[src/rtl/game_controller.sv]
// game_controller -- sequencing FSM for a note-following rhythm game.
//
// Walks through IDLE -> COUNTDOWN -> PLAY -> DONE/FAIL, with PAUSE reachable
// from PLAY. It also tracks consecutive missed notes.
//
// Parameters
//   COUNTDOWN_TICKS  tick pulses spent in COUNTDOWN before play starts
//   MAX_MISS         consecutive misses that end the game in FAIL (1..15)
//
// Optional feature macro: GAME_CONTROLLER_FAIL_EN
//   defined   -> reaching MAX_MISS consecutive misses enters FAIL
//   undefined -> FAIL is unreachable; miss_cnt saturates at 15 and play
//                continues until the song ends
//
// Ports
//   clk           system clock, rising edge
//   rst           synchronous active-high reset
//   start_btn     debounced start button (level)
//   pause_btn     debounced pause button (level)
//   tick          one-cycle note-rate pulse
//   note_present  current song step has a non-zero LED pattern
//   hit           player buttons match the current LED pattern
//   song_last     note counter sits on the final song step
//   step_adv      one-cycle pulse advancing the note counter
//   step_clr      one-cycle pulse clearing note counter and score
//   score_en      point keeper accumulation enable
//   sound_en      sound system enable
//   state         current state code
//   miss_cnt      current consecutive-miss count
module game_controller #(
  parameter int COUNTDOWN_TICKS = 3,
  parameter int MAX_MISS        = 8
) (
  input  logic       clk,
  input  logic       rst,
  input  logic       start_btn,
  input  logic       pause_btn,
  input  logic       tick,
  input  logic       note_present,
  input  logic       hit,
  input  logic       song_last,
  output logic       step_adv,
  output logic       step_clr,
  output logic       score_en,
  output logic       sound_en,
  output logic [2:0] state,
  output logic [3:0] miss_cnt
);

`ifdef GAME_CONTROLLER_FAIL_EN
  localparam bit FAIL_ENABLED = 1'b1;
`else
  localparam bit FAIL_ENABLED = 1'b0;
`endif

  localparam int TW = (COUNTDOWN_TICKS > 1) ? $clog2(COUNTDOWN_TICKS) : 1;
  localparam logic [TW-1:0] TICK_LAST  = TW'(COUNTDOWN_TICKS - 1);
  localparam logic [3:0]    MISS_LIMIT = 4'(MAX_MISS);

  typedef enum logic [2:0] {
    IDLE      = 3'd0,
    COUNTDOWN = 3'd1,
    PLAY      = 3'd2,
    PAUSE     = 3'd3,
    DONE      = 3'd4,
    FAIL      = 3'd5
  } state_t;

  state_t          state_reg;
  logic            start_prev_reg;
  logic            pause_prev_reg;
  logic            hit_seen_reg;
  logic [3:0]      miss_cnt_reg;
  logic [TW-1:0]   tick_cnt_reg;
  logic            step_clr_reg;
  logic            play_en_reg;

  logic start_edge;
  logic pause_edge;
  logic note_miss;
  logic fail_now;

  assign start_edge = start_btn & ~start_prev_reg;
  assign pause_edge = pause_btn & ~pause_prev_reg;

  // A note counts as missed only if no hit was seen during the step,
  // including on the tick cycle itself.
  assign note_miss = note_present & ~hit_seen_reg & ~hit;
  assign fail_now  = FAIL_ENABLED && note_miss && ((miss_cnt_reg + 4'd1) == MISS_LIMIT);

  always_ff @(posedge clk) begin
    if (rst) begin
      state_reg      <= IDLE;
      start_prev_reg <= 1'b0;
      pause_prev_reg <= 1'b0;
      hit_seen_reg   <= 1'b0;
      miss_cnt_reg   <= 4'd0;
      tick_cnt_reg   <= '0;
      step_clr_reg   <= 1'b0;
      play_en_reg    <= 1'b0;
    end else begin
      start_prev_reg <= start_btn;
      pause_prev_reg <= pause_btn;
      step_clr_reg   <= 1'b0;
      // play_en_reg tracks "next state is PLAY"; each path into or
      // staying in PLAY sets it explicitly.
      play_en_reg    <= 1'b0;

      case (state_reg)
        IDLE, DONE, FAIL: begin
          if (start_edge) begin
            state_reg    <= COUNTDOWN;
            step_clr_reg <= 1'b1;
            tick_cnt_reg <= '0;
            miss_cnt_reg <= 4'd0;
            hit_seen_reg <= 1'b0;
          end
        end

        COUNTDOWN: begin
          if (tick) begin
            if (tick_cnt_reg == TICK_LAST) begin
              state_reg    <= PLAY;
              play_en_reg  <= 1'b1;
              tick_cnt_reg <= '0;
              hit_seen_reg <= 1'b0;
            end else begin
              tick_cnt_reg <= tick_cnt_reg + 1'b1;
            end
          end
        end

        PLAY: begin
          play_en_reg <= 1'b1;
          if (tick) begin
            hit_seen_reg <= 1'b0;
            if (fail_now) begin
              state_reg    <= FAIL;
              miss_cnt_reg <= MISS_LIMIT;
              play_en_reg  <= 1'b0;
            end else if (song_last) begin
              state_reg   <= DONE;
              play_en_reg <= 1'b0;
            end else begin
              if (note_miss) begin
                miss_cnt_reg <= (miss_cnt_reg == 4'd15) ? 4'd15 : miss_cnt_reg + 4'd1;
              end else if (note_present) begin
                miss_cnt_reg <= 4'd0;
              end
              // Tick is handled first; a simultaneous pause still pauses.
              if (pause_edge) begin
                state_reg   <= PAUSE;
                play_en_reg <= 1'b0;
              end
            end
          end else begin
            if (hit) begin
              hit_seen_reg <= 1'b1;
            end
            if (pause_edge) begin
              state_reg   <= PAUSE;
              play_en_reg <= 1'b0;
            end
          end
        end

        PAUSE: begin
          if (start_edge) begin
            state_reg <= IDLE;
          end else if (pause_edge) begin
            state_reg   <= PLAY;
            play_en_reg <= 1'b1;
          end
        end

        default: state_reg <= IDLE;
      endcase
    end
  end

  assign step_adv = (state_reg == PLAY) && tick;
  assign step_clr = step_clr_reg;
  assign score_en = play_en_reg;
  assign sound_en = play_en_reg;
  assign state    = state_reg;
  assign miss_cnt = miss_cnt_reg;

endmodule
[config.mk]
export PLATFORM = sky130hd
export DESIGN_NAME = game_controller
export DESIGN_NICKNAME = d
export VERILOG_FILES = /design/src/rtl/game_controller.sv
export SDC_FILE = /design/constraint.sdc
export NUM_CORES = 1
export LEC_CHECK = 0
export CORE_MARGIN = 3
export CORE_UTILIZATION = 30
export DETAILED_ROUTE_END_ITERATION = 8
export PLACE_DENSITY = 0.54
export RECOVER_POWER = 100
export SLEW_MARGIN = 20
export SYNTH_ARGS = -nofsm -noshare
export SYNTH_HDL_FRONTEND = slang
export SYNTH_SLANG_ARGS = --single-unit
[constraint.sdc]
create_clock -name clk -period 2.1 [get_ports clk]
set_input_delay 0.21 -clock clk [delete_from_list [all_inputs] [get_ports clk]]
set_output_delay 0.21 -clock clk [all_outputs]
set_load 0.05 [all_outputs]
==> results of run 1 <==
-- cell families (layout without fill, tap and decap cells) --
family	count (synthesis)	in the layout	synth area share (%)
multiplexers	1	1	1.29
AO/OA/AOI/OAI	30	30	28.8
flip-flops	14	14	36.2
adder cells (fa/ha/maj)	1	1	1.62
AND/OR/NAND/NOR	37	37	29.7
buffers and inverters	4	23	2.42
-- cell usage in the layout (no fill, tap or decap), drive strengths merged --
cell type,count
a21o,1
nand3b,1
a2111oi,2
dlygate4sd3,11
nor4bb,2
or3,1
clkbuf,3
nor3,1
nand3,4
a311o,1
and2,1
dfxtp,14
ha,1
a21oi,7
a31oi,2
nor2,5
nand4,1
a221oi,2
nand2b,7
nand2,3
nand4bb,1
mux2i,1
clkdlybuf4s50,6
o21ai,9
o32ai,2
o211ai,1
nor3b,1
a211oi,2
nor4b,2
nor2b,6
buf,3
or3b,1
a41oi,1
-- routing by layer --
layer / wire length (um) / GRT usage [%]
met5: 0 / 0
met2: 808 / 15.7
met4: 33 / 6.95
met3: 75 / 2.07
met1: 960 / 17.5
-- through the flow --
stage	setup WS (ns)	hold slack [ns]	instances
after CTS	0.150	0.496	134
final	0.123	0.489	134
after detailed placement	0.265	0.481	131
after global placement	0.322	0.494	131
after floorplan	0.268	0.279	87
after global routing	0.0685	0.523	134
-- cell type report --
class,instances,area (um^2)
sequential,14,280
tap,28,35.0
multi-input combinational,69,463
clock buffer,3,22.5
timing repair buffer,20,205
fill,229,1310
-- final timing paths --
| path | slack, ns | end | cells after the start |
|---|---|---|---|
| setup / recovery | 0.12 | state[1] | 1 |
| hold / removal | 0.49 | hit_seen_reg | 2 |
| setup reg to reg | 0.27 | score_en | 4 |
| hold reg to reg | 0.49 | hit_seen_reg | 2 |
-- power by group through the flow --
stage	Sequential, mW	Combinational (mW)	Clock (mW)
2_1_floorplan	0.291	0.0394	0
3_3_place_gp	0.284	0.0783	0
3_5_place_dp	0.283	0.0789	0
4_1_cts	0.277	0.0790	0.160
5_1_grt	0.278	0.0829	0.172
6_report	0.277	0.0763	0.151
==> results.yml, run 1 <==
synth:
  yosysTopAreaCell: "dfxtp_1"
  yosysUniqueCellTypes: 35
  synth_seq_area_share_pct: 36.2
  ys_warn_count: 0
  syn_avg_cell_area_um2: 8.90
  yosysMostFrequentCell: "dfxtp_1"
  ys_async_sr_fraction_pct: 0
  synth.top_cells.by_area: "dfxtp_1, o21ai_0, nand2b_1"
  yosysTopAreaCellShare_pct: 36.2
  ys_seq_elements: 14
  syn-num-nets: 96
  synthCells: 87
  syn-cell-area_um2: 774
  synth_edf_count: 0
  synth_common_cells: "dfxtp_1, o21ai_0, nand2b_1, a21oi_1"
  ys.flop_type: "dfxtp_1"
cts:
  hold_buffers: 0
  root_buffer: "clkbuf_4"
  clock_latency_ns: 0.28
  post_cts_resized: 0
  cts_made_buffers: 3
  htreeDepth: 1
  cts_tree: "built"
  clock_sinks: 14
  post_cts_buffers: 0
  clk_pin_slew_ns: 0.08
  clockBufferDepth: 2
power_and_ir_drop:
  switchingPower_mw: 0.134
  power_frac_seq_pct: 54.9
  p_leak_nw: 0.360
  clockPowerShare_pct: 29.9
  p_per_area_nw_per_um2: 501
  peakVddDrop_v: 0.000351
  internal_power_mw: 0.371
  swShare_pct: 26.5
  total_power_mw: 0.504
  pwr-share-comb_pct: 15.1
floorplan:
  core_area_um2: 2320
  die-area_um2: 3230
  dieWidth_um: 56.8
  die_h_um: 56.8
  initial_utilization_pct: 33.4
  io_pins: 19
  rows: 17
placement:
  finalWeightedCongestion: 0.719
  port_buffers: 18
  hpwl_um: 1370
  place_area_um2: 996
sta:
  slew_headroom_pct: 63.7
  tightestPinTransition_ns: 0.543
  fmax_mhz: 506
  finalClockSkew_ns: 0.000813
  rsz0062_at_grt: "no"
  slew_violations: 0
  timing.setup.tns_ns: 0
  finalHoldViolCount: 0
  finalSetupViolations: 0
  fin_crit_sh_pct: 94.1
  fin_crit_ns: 1.98
detailed_routing:
  routed_via_density: 5.47
  vias: 733
  drcViolationCount: 0
  routedWlPerCell_um: 14.0
  drt-total-wl_um: 1880
  drt-initial-drc-count: 27
  ant_nets: 0
  dr.pass1.iters: 4
setup_path:
  worstPathArrival_ns: 1.77
  critPathMaxFanout: 11
  worstPathRequired_ns: 1.89
  worstSetupPathType: "register to primary output"
  critPathLaunchType: "register"
  crit_buf_inv: 1
  critPathTopFamily: "buffers and inverters"
  crit_start: "state[1]"
  cpPeakStageDelay_ns: 0.93
  worstSetupEndpointType: "primary output"
  path_cells: "dlygate4sd3_1"
  crit-reg2reg-launch: "state[1]"
  cpMaxStageDelayCell: "dlygate4sd3_1"
final_layout:
  antenna_cells: 0
  largest_register_ffs: 4
  drive_gt1_share_pct: 6.60
  fin_area_um2: 1010
  nets: 117
  area_growth_pct: 29.9
  fin_util_pct: 43.4
grt:
  grt_usage_pct: 11.9
  grt_first_pass_wirelength_um: 2970
  grt_max_degree: 16
  antenna_found_initial: 0
  grt_pass1_vias: 646
  grt_overflow_total: 0
min_path:
  hp-class: "register to register"
  holdCritStartpoint: "hit_seen_reg"
flow_run:
  cap_violations: 0
outcome:
  status: "completed"
(Power assumes the default switching activity.)
==> inputs of run 2 (changes only) <==
Settings changed: CAP_MARGIN from default to 20.
==> results of run 2 <==
The final DEF is identical to that of run 1; final timing and power are the same.
